<file path="src/rtl/impact_sram_sequencer_if.sv">
// Request/response port and SRAM head pin bundles for the IMPACT SRAM sequencer.
// master = side that drives the request (req) or the head pins (sram); slave = the other end.
interface impact_req_if;
  logic        req_valid;
  logic        req_ready;
  logic        req_write;
  logic [1:0]  req_bank;
  logic [9:0]  req_word;
  logic [31:0] req_wdata;
  logic [3:0]  req_byte_mask;
  logic        rsp_valid;
  logic [31:0] rsp_rdata;

  modport master (
    output req_valid, req_write, req_bank, req_word, req_wdata, req_byte_mask,
    input  req_ready, rsp_valid, rsp_rdata
  );
  modport slave (
    input  req_valid, req_write, req_bank, req_word, req_wdata, req_byte_mask,
    output req_ready, rsp_valid, rsp_rdata
  );
endinterface

interface impact_sram_if;
  logic [7:0] sram_data_in;
  logic [7:0] sram_data_out;
  logic [9:0] sram_word_sel;
  logic [1:0] sram_bank_sel;
  logic [1:0] sram_byte_sel;
  logic       sram_write_en;
  logic       sram_read_en;
  logic       sram_precharge;

  modport master (
    output sram_data_in, sram_word_sel, sram_bank_sel, sram_byte_sel,
           sram_write_en, sram_read_en, sram_precharge,
    input  sram_data_out
  );
  modport slave (
    input  sram_data_in, sram_word_sel, sram_bank_sel, sram_byte_sel,
           sram_write_en, sram_read_en, sram_precharge,
    output sram_data_out
  );
endinterface

</file>
<file path="src/rtl/impact_sram_sequencer.sv">
// Word request -> per-byte precharge/enable(/sample) head sequence; rsp_valid k*(PRE+EN+R)+1 cycles after accept.
// One request in flight: req_ready is high only in IDLE, all outputs registered.
module impact_sram_sequencer #(
  parameter int PRE_CYCLES = 1,
  parameter int EN_CYCLES  = 2
) (
  input logic           clk,
  input logic           rst_n,
  impact_req_if.slave   req,
  impact_sram_if.master sram
);

  localparam logic [3:0] PRE_LOAD = 4'(PRE_CYCLES - 1);
  localparam logic [3:0] EN_LOAD  = 4'(EN_CYCLES - 1);

  typedef enum logic [2:0] {
    S_IDLE   = 3'd0,
    S_PRE    = 3'd1,
    S_ACCESS = 3'd2,
    S_SAMPLE = 3'd3,
    S_DONE   = 3'd4
  } state_t;

  function automatic logic [1:0] lowest_idx(input logic [3:0] m);
    logic [1:0] idx;
    idx = 2'd3;
    if (m[2]) idx = 2'd2;
    if (m[1]) idx = 2'd1;
    if (m[0]) idx = 2'd0;
    return idx;
  endfunction

  function automatic logic [3:0] clear_bit(input logic [3:0] m, input logic [1:0] idx);
    logic [3:0] r;
    r      = m;
    r[idx] = 1'b0;
    return r;
  endfunction

  state_t      r_state;
  logic [3:0]  r_cnt;
  logic [1:0]  r_byte;
  logic [3:0]  r_pend;
  logic        r_write;
  logic [1:0]  r_bank;
  logic [9:0]  r_word;
  logic [31:0] r_wdata;
  logic [31:0] r_acc;

  state_t      w_state_nxt;
  logic [3:0]  w_cnt_nxt;
  logic [1:0]  w_byte_nxt;
  logic [3:0]  w_pend_nxt;
  logic        w_write_nxt;
  logic [1:0]  w_bank_nxt;
  logic [9:0]  w_word_nxt;
  logic [31:0] w_wdata_nxt;
  logic [31:0] w_acc_nxt;
  logic        w_byte_done;

  logic        r_req_ready;
  logic        r_rsp_valid;
  logic [31:0] r_rsp_rdata;
  logic [7:0]  r_data_in;
  logic [9:0]  r_word_sel;
  logic [1:0]  r_bank_sel;
  logic [1:0]  r_byte_sel;
  logic        r_write_en;
  logic        r_read_en;
  logic        r_precharge;

  logic        w_req_ready;
  logic        w_rsp_valid;
  logic [31:0] w_rsp_rdata;
  logic [7:0]  w_data_in;
  logic [9:0]  w_word_sel;
  logic [1:0]  w_bank_sel;
  logic [1:0]  w_byte_sel;
  logic        w_write_en;
  logic        w_read_en;
  logic        w_precharge;

  logic        w_accept;
  logic [1:0]  w_mask_idx;
  logic [1:0]  w_pend_idx;
  logic        w_active_nxt;

  assign w_accept   = req.req_valid & r_req_ready;
  assign w_mask_idx = lowest_idx(req.req_byte_mask);
  assign w_pend_idx = lowest_idx(r_pend);

  always_ff @(posedge clk) begin
    if (!rst_n) begin
      r_state <= S_IDLE;
      r_cnt   <= '0;
      r_byte  <= '0;
      r_pend  <= '0;
      r_write <= 1'b0;
      r_bank  <= '0;
      r_word  <= '0;
      r_wdata <= '0;
      r_acc   <= '0;
    end else begin
      r_state <= w_state_nxt;
      r_cnt   <= w_cnt_nxt;
      r_byte  <= w_byte_nxt;
      r_pend  <= w_pend_nxt;
      r_write <= w_write_nxt;
      r_bank  <= w_bank_nxt;
      r_word  <= w_word_nxt;
      r_wdata <= w_wdata_nxt;
      r_acc   <= w_acc_nxt;
    end
  end

  // r_pend holds the enabled bytes still to do, excluding the one in progress.
  always_comb begin
    w_state_nxt = r_state;
    w_cnt_nxt   = r_cnt;
    w_byte_nxt  = r_byte;
    w_pend_nxt  = r_pend;
    w_write_nxt = r_write;
    w_bank_nxt  = r_bank;
    w_word_nxt  = r_word;
    w_wdata_nxt = r_wdata;
    w_acc_nxt   = r_acc;
    w_byte_done = 1'b0;

    case (r_state)
      S_IDLE: begin
        if (w_accept) begin
          w_write_nxt = req.req_write;
          w_bank_nxt  = req.req_bank;
          w_word_nxt  = req.req_word;
          w_wdata_nxt = req.req_wdata;
          w_acc_nxt   = '0;
          if (req.req_byte_mask == 4'd0) begin
            w_state_nxt = S_DONE;
            w_pend_nxt  = '0;
          end else begin
            w_state_nxt = S_PRE;
            w_cnt_nxt   = PRE_LOAD;
            w_byte_nxt  = w_mask_idx;
            w_pend_nxt  = clear_bit(req.req_byte_mask, w_mask_idx);
          end
        end
      end
      S_PRE: begin
        if (r_cnt == 4'd0) begin
          w_state_nxt = S_ACCESS;
          w_cnt_nxt   = EN_LOAD;
        end else begin
          w_cnt_nxt = r_cnt - 4'd1;
        end
      end
      S_ACCESS: begin
        if (r_cnt != 4'd0) begin
          w_cnt_nxt = r_cnt - 4'd1;
        end else if (r_write) begin
          w_byte_done = 1'b1;
        end else begin
          w_state_nxt = S_SAMPLE;
        end
      end
      S_SAMPLE: begin
        // Head output is registered, so the byte is only valid one cycle after read_en drops.
        w_acc_nxt[{r_byte, 3'b000} +: 8] = sram.sram_data_out;
        w_byte_done = 1'b1;
      end
      S_DONE: begin
        w_state_nxt = S_IDLE;
      end
      default: begin
        w_state_nxt = S_IDLE;
      end
    endcase

    if (w_byte_done) begin
      if (|r_pend) begin
        w_state_nxt = S_PRE;
        w_cnt_nxt   = PRE_LOAD;
        w_byte_nxt  = w_pend_idx;
        w_pend_nxt  = clear_bit(r_pend, w_pend_idx);
      end else begin
        w_state_nxt = S_DONE;
      end
    end
  end

  // Outputs are decoded from next-state values so the registered pins line up with the state.
  always_comb begin
    w_active_nxt = (w_state_nxt == S_PRE) || (w_state_nxt == S_ACCESS) ||
                   (w_state_nxt == S_SAMPLE);
    w_req_ready  = (w_state_nxt == S_IDLE);
    w_rsp_valid  = (w_state_nxt == S_DONE);
    w_rsp_rdata  = r_rsp_rdata;
    if ((w_state_nxt == S_DONE) && !w_write_nxt) begin
      w_rsp_rdata = w_acc_nxt;
    end
    w_precharge = (w_state_nxt == S_PRE);
    w_write_en  = (w_state_nxt == S_ACCESS) && w_write_nxt;
    w_read_en   = (w_state_nxt == S_ACCESS) && !w_write_nxt;
    w_word_sel  = '0;
    w_bank_sel  = '0;
    w_byte_sel  = '0;
    w_data_in   = '0;
    if (w_active_nxt) begin
      w_word_sel = w_word_nxt;
      w_bank_sel = w_bank_nxt;
      w_byte_sel = w_byte_nxt;
      if (w_write_nxt) begin
        w_data_in = w_wdata_nxt[{w_byte_nxt, 3'b000} +: 8];
      end
    end
  end

  always_ff @(posedge clk) begin
    if (!rst_n) begin
      r_req_ready <= 1'b0;
      r_rsp_valid <= 1'b0;
      r_rsp_rdata <= '0;
      r_data_in   <= '0;
      r_word_sel  <= '0;
      r_bank_sel  <= '0;
      r_byte_sel  <= '0;
      r_write_en  <= 1'b0;
      r_read_en   <= 1'b0;
      r_precharge <= 1'b0;
    end else begin
      r_req_ready <= w_req_ready;
      r_rsp_valid <= w_rsp_valid;
      r_rsp_rdata <= w_rsp_rdata;
      r_data_in   <= w_data_in;
      r_word_sel  <= w_word_sel;
      r_bank_sel  <= w_bank_sel;
      r_byte_sel  <= w_byte_sel;
      r_write_en  <= w_write_en;
      r_read_en   <= w_read_en;
      r_precharge <= w_precharge;
    end
  end

  assign req.req_ready       = r_req_ready;
  assign req.rsp_valid       = r_rsp_valid;
  assign req.rsp_rdata       = r_rsp_rdata;
  assign sram.sram_data_in   = r_data_in;
  assign sram.sram_word_sel  = r_word_sel;
  assign sram.sram_bank_sel  = r_bank_sel;
  assign sram.sram_byte_sel  = r_byte_sel;
  assign sram.sram_write_en  = r_write_en;
  assign sram.sram_read_en   = r_read_en;
  assign sram.sram_precharge = r_precharge;

endmodule

</file>
<file path="src/flat_wrapper.sv">
// flat-port wrapper written by rule: the top's interface ports become plain ports
module impact_sram_sequencer_flat 
#(
  parameter int PRE_CYCLES = 1,
  parameter int EN_CYCLES  = 2
)
  (clk, rst_n, req_req_valid, req_req_write, req_req_bank, req_req_word, req_req_wdata, req_req_byte_mask, req_req_ready, req_rsp_valid, req_rsp_rdata, sram_sram_data_in, sram_sram_word_sel, sram_sram_bank_sel, sram_sram_byte_sel, sram_sram_write_en, sram_sram_read_en, sram_sram_precharge, sram_sram_data_out);
  impact_req_if req_i ();
  impact_sram_if sram_i ();
  input logic clk;
  input logic rst_n;
  input wire logic [$bits(req_i.req_valid)-1:0] req_req_valid;
  input wire logic [$bits(req_i.req_write)-1:0] req_req_write;
  input wire logic [$bits(req_i.req_bank)-1:0] req_req_bank;
  input wire logic [$bits(req_i.req_word)-1:0] req_req_word;
  input wire logic [$bits(req_i.req_wdata)-1:0] req_req_wdata;
  input wire logic [$bits(req_i.req_byte_mask)-1:0] req_req_byte_mask;
  output wire logic [$bits(req_i.req_ready)-1:0] req_req_ready;
  output wire logic [$bits(req_i.rsp_valid)-1:0] req_rsp_valid;
  output wire logic [$bits(req_i.rsp_rdata)-1:0] req_rsp_rdata;
  output wire logic [$bits(sram_i.sram_data_in)-1:0] sram_sram_data_in;
  output wire logic [$bits(sram_i.sram_word_sel)-1:0] sram_sram_word_sel;
  output wire logic [$bits(sram_i.sram_bank_sel)-1:0] sram_sram_bank_sel;
  output wire logic [$bits(sram_i.sram_byte_sel)-1:0] sram_sram_byte_sel;
  output wire logic [$bits(sram_i.sram_write_en)-1:0] sram_sram_write_en;
  output wire logic [$bits(sram_i.sram_read_en)-1:0] sram_sram_read_en;
  output wire logic [$bits(sram_i.sram_precharge)-1:0] sram_sram_precharge;
  input wire logic [$bits(sram_i.sram_data_out)-1:0] sram_sram_data_out;
  assign req_i.req_valid = req_req_valid;
  assign req_i.req_write = req_req_write;
  assign req_i.req_bank = req_req_bank;
  assign req_i.req_word = req_req_word;
  assign req_i.req_wdata = req_req_wdata;
  assign req_i.req_byte_mask = req_req_byte_mask;
  assign req_req_ready = req_i.req_ready;
  assign req_rsp_valid = req_i.rsp_valid;
  assign req_rsp_rdata = req_i.rsp_rdata;
  assign sram_sram_data_in = sram_i.sram_data_in;
  assign sram_sram_word_sel = sram_i.sram_word_sel;
  assign sram_sram_bank_sel = sram_i.sram_bank_sel;
  assign sram_sram_byte_sel = sram_i.sram_byte_sel;
  assign sram_sram_write_en = sram_i.sram_write_en;
  assign sram_sram_read_en = sram_i.sram_read_en;
  assign sram_sram_precharge = sram_i.sram_precharge;
  assign sram_i.sram_data_out = sram_sram_data_out;
  impact_sram_sequencer #(.PRE_CYCLES(PRE_CYCLES), .EN_CYCLES(EN_CYCLES)) u_core (.clk(clk), .rst_n(rst_n), .req(req_i), .sram(sram_i));
endmodule
</file>
<file path="config.mk">
export PLATFORM = sky130hd
export DESIGN_NAME = impact_sram_sequencer_flat
export DESIGN_NICKNAME = d
export VERILOG_FILES = /design/src/rtl/impact_sram_sequencer_if.sv /design/src/rtl/impact_sram_sequencer.sv /design/src/flat_wrapper.sv
export SDC_FILE = /design/constraint.sdc
export NUM_CORES = 1
export LEC_CHECK = 0
export CORE_MARGIN = 1.5
export CORE_UTILIZATION = 40
export DETAILED_ROUTE_END_ITERATION = 16
export GPL_TIMING_DRIVEN = 0
export HOLD_SLACK_MARGIN = 0.05
export PLACE_DENSITY = 0.68
export RECOVER_POWER = 100
export SLEW_MARGIN = 20
export SYNTH_ARGS = -nofsm -noshare
export SYNTH_HDL_FRONTEND = slang
export SYNTH_SLANG_ARGS = --single-unit
</file>
<file path="constraint.sdc">
create_clock -name clk -period 2.4 [get_ports clk]
set_input_delay 0.48 -clock clk [delete_from_list [all_inputs] [get_ports clk]]
set_output_delay 0.48 -clock clk [all_outputs]
set_load 0.03 [all_outputs]
</file>
==> out/qor.yml <==
multiplexer_fraction_of_the_synthesized_cell_area_pct: 10.2
port_buffers: 118
outcome: "finished clean"
worst_slew_margin_rel_pct: 53.5
mappedNetlistNets: 643
p_sw_share_pct: 33.2
pwr_density_cell_nw_per_um2: 1010
netlist_area_um2: 5620
number_of_placement_rows: 43
vdd_drop_max_mv: 0.532
arrival_time_of_data_at_the_critical_path_endpoint_ns: 2.64
worst_setup_sp_type: "flip-flop"
fmax_mhz: 433
synth_sequential_area_ratio_pct: 53.1
antenna_found_initial: 0
fillerInstances: 1237
max_cap_violations: 0
slew_violations: 0
clk_latency_ns: 0.42
post_synth_edffs: 0
final_layout_size_suffix_gt1_share_pct: 14.5
track_usage_pct: 21.0
clockRootBuffer: "sky130_fd_sc_hd__clkbuf_16"
instances_no_fill: 913
ys.warnings.count: 0
synth_largest_area_cell: "sky130_fd_sc_hd__dfxtp_1"
p_int_uw: 5260
main_combinational_cell_family_by_area_after_synthesis: "simple AND/OR/NAND/NOR gates"
hp-class: "reg2reg"
netlist_instances: 576
tns_ns: 0
grt_first_pass_wirelength_mm: 23.9
antenna_cells: 0
dr.pass1.iters: 5
synth_xor_xnor_area_share_pct: 0
clk_pin_slew_ns: 0.06
num-nets-final: 790
route.detailed.drc: 0
effective_utilization_at_floorplan_pct: 40.8
die_width_um: 122
area.growth.synth_to_final_pct: 39.4
synth.ff_latch_count: 149
worst_pin_slew_ns: 0.697
grt_start_max_net_pins: 17
number_of_global_route_vias_before_repair: 4835
design.die.area_um2: 14800
placed_area_um2: 7030
avgSynthCellArea_um2: 9.76
synth_fa_ha_area_share_pct: 1.56
gp_routability_congestion: 0.859
fp.coreArea_um2: 13800
wire_per_inst_um: 16.3
crit_path_max_fanout: 9
p_leak_uw: 0.00331
io-pin-count: 119
synth.top_cell.area_share_pct: 53.1
report.final.hold_viol_count: 0
share_seq_of_total_power_pct: 37.1
power.net_switching_uw: 2620
dp_worst_setup_slack_ns: -0.633
power.share.combinational_pct: 32.0
via_per_inst: 5.27
cp_data_required_time_ns: 2.74
die_height_um: 122
overflow: 0
share_clk_of_total_power_pct: 31.0
finalWorstPathRequiredPeriod_ns: 2.31
routed-via-count: 4813
cts.hold.buffers_added: 0
worst_setup_path_type: "reg2reg"
estimated_wirelength_of_the_detail_placed_design_mm: 10.6
clock_tree_from_tritoncts: "built"
number_of_clock_buffers_inserted_by_tritoncts: 17
drt_iter0_markers: 244
critical_path.endpoint_type: "flip-flop"
post-route-worst-setup-slack_ns: 0.0909
ant_nets: 0
finalSetupViolCount: 0
synth_compound_area_share_pct: 15.9
async_reset_ff_share_pct: 0
max-clock-path-buffers: 2
synth_simple_gate_area_share_pct: 16.1
post_synth_main_area_contributors: "sky130_fd_sc_hd__dfxtp_1 (53%), sky130_fd_sc_hd__nor2_1 (9.6%), sky130_fd_sc_hd__mux2i_1 (8.0%), sky130_fd_sc_hd__a211oi_1 (6.5%), sky130_fd_sc_hd__a22oi_1 (4.5%)"
stdcell_area_um2: 7840
clock_sinks: 149
synth.distinct_cells: 51
synth_top_flop_cell: "sky130_fd_sc_hd__dfxtp_1"
htree_levels: 4
worst_clock_skew_ns: 0.0145
totalWireLength_mm: 14.9
dpl.cell_count: 874
final.period_utilization_pct: 96.2
layout_utilization_pct: 56.9
==> final timing paths <==
check                                                               to  slack, ns  cells past startpoint                   startpoint
worst max-delay path            u_core.sram.sram_data_in[7]$_SDFF_PN0_       0.09                      9   u_core.r_cnt[1]$_SDFF_PN0_
worst min-delay path                       u_core.r_word[4]$_SDFF_PN0_       0.49                      2  u_core.r_word[4]$_SDFF_PN0_
worst max register to register  u_core.sram.sram_data_in[7]$_SDFF_PN0_       0.09                      9   u_core.r_cnt[1]$_SDFF_PN0_
worst min register to register             u_core.r_word[4]$_SDFF_PN0_       0.49                      2  u_core.r_word[4]$_SDFF_PN0_
==> final cells by class <==
cell class                      count  area (um^2)  share of cell area, %
Tap cell                          180          225                   2.87
Multi-Input combinational cell    387         2620                   33.4
Sequential cell                   149         2990                   38.1
Inverter                            7         26.3                  0.335
Clock buffer                       21          460                   5.88
Buffer                             32          173                   2.20
Clock inverter                      8         77.6                  0.990
Timing Repair Buffer              129         1260                   16.1
==> layer usage <==
layer / up-vias / GRT usage (%) / share of wire, %
li1: 2336 / - / -
met1: 2284 / 26.1 / 44
met2: 175 / 34.8 / 48
met3: 18 / 6.23 / 7.2
met4: 0 / 7.50 / 1.4
met5: - / 0 / 0
==> repair_timing <==
item	in CTS	in global routing
endpoints found under the setup margin	56	70
pin swaps	4	7
resized for setup	29	31
setup buffers	3	8
hold endpoints to repair	0	0
==> through the flow <==
stage / hold WS (ns) / power (uW)
2_1_floorplan: 0.455 / 4500
3_3_place_gp: 0.473 / 5170
3_5_place_dp: 0.482 / 5240
4_1_cts: 0.495 / 7840
5_1_grt: 0.514 / 8270
6_report: 0.492 / 7880
==> registers in the layout, summed over array words and instances (netlist names), 2 cells and up <==
register and cells:
u_core.sram.sram_word_sel 10, u_core.sram.sram_data_in 8, u_core.req.rsp_rdata 32, u_core.r_pend 4, u_core.r_bank 2, u_core.sram.sram_byte_sel 2, u_core.sram.sram_bank_sel 2, u_core.r_state 3
u_core.r_word 10, u_core.r_acc 32, u_core.r_wdata 32, u_core.r_byte 2, u_core.r_cnt 4
==> Yosys cell counts, types with 8 or more instances <==
master and instances:
sky130_fd_sc_hd__clkbuf_1 16, sky130_fd_sc_hd__mux2i_1 45, sky130_fd_sc_hd__dfxtp_1 149, sky130_fd_sc_hd__nand2_1 23, sky130_fd_sc_hd__buf_2 12, sky130_fd_sc_hd__a21oi_1 12, sky130_fd_sc_hd__nor2_1 144, sky130_fd_sc_hd__a22oi_1 34
sky130_fd_sc_hd__a211oi_1 49, sky130_fd_sc_hd__mux2_4 8, sky130_fd_sc_hd__a31oi_1 8
==> power groups by stage <==
| stage | logic [uW] | clock network [uW] | registers, uW |
|---|---|---|---|
| 6_report | 2520 | 2440 | 2920 |
| 5_1_grt | 2730 | 2590 | 2950 |
| 4_1_cts | 2450 | 2470 | 2920 |
| 3_5_place_dp | 2270 | 0 | 2960 |
| 3_3_place_gp | 2210 | 0 | 2950 |
| 2_1_floorplan | 1330 | 0 | 3170 |
==> critical path, cell delays in order, from the launching register on <==
cell,delay (ns)
sky130_fd_sc_hd__dfxtp_2,0.33
sky130_fd_sc_hd__inv_2,0.07
sky130_fd_sc_hd__ha_4,0.16
sky130_fd_sc_hd__nand4bb_4,0.15
sky130_fd_sc_hd__a21o_1,0.22
sky130_fd_sc_hd__or3_4,0.39
sky130_fd_sc_hd__buf_6,0.15
sky130_fd_sc_hd__and2_4,0.20
sky130_fd_sc_hd__mux2_4,0.31
sky130_fd_sc_hd__a211oi_2,0.24
==> placed cells by master, fill, tap and decap left out, types with 4 or more instances in the layout <==
| cell type | instances |
|---|---|
| sky130_fd_sc_hd__a211oi_1 | 33 |
| sky130_fd_sc_hd__a211oi_2 | 15 |
| sky130_fd_sc_hd__clkdlybuf4s50_1 | 58 |
| sky130_fd_sc_hd__a21oi_1 | 12 |
| sky130_fd_sc_hd__dfxtp_2 | 5 |
| sky130_fd_sc_hd__clkbuf_16 | 17 |
| sky130_fd_sc_hd__clkbuf_4 | 7 |
| sky130_fd_sc_hd__dfxtp_1 | 144 |
| sky130_fd_sc_hd__a22oi_1 | 34 |
| sky130_fd_sc_hd__nand2_1 | 22 |
| sky130_fd_sc_hd__inv_1 | 5 |
| sky130_fd_sc_hd__dlygate4sd3_1 | 60 |
| sky130_fd_sc_hd__nor3_1 | 5 |
| sky130_fd_sc_hd__nor2b_1 | 7 |
| sky130_fd_sc_hd__buf_2 | 6 |
| sky130_fd_sc_hd__nor2_1 | 141 |
| sky130_fd_sc_hd__buf_4 | 9 |
| sky130_fd_sc_hd__o21ai_0 | 7 |
| sky130_fd_sc_hd__clkbuf_1 | 16 |
| sky130_fd_sc_hd__clkbuf_2 | 4 |
| sky130_fd_sc_hd__ha_1 | 6 |
| sky130_fd_sc_hd__a31oi_1 | 8 |
| sky130_fd_sc_hd__mux2_4 | 8 |
| sky130_fd_sc_hd__mux2i_1 | 45 |
==> kinds of logic (layout without fill, tap and decap cells) <==
logic type                 count (synthesis)  count (layout)
AOI/OAI and AO/OA                        125             125
buffers and inverters                     40             197
muxes                                     53              53
adders and majority gates                  7               7
DFF                                      149             149
and+or+nand+nor                          202             202
Note: power is estimated with default switching activity, not from simulation.
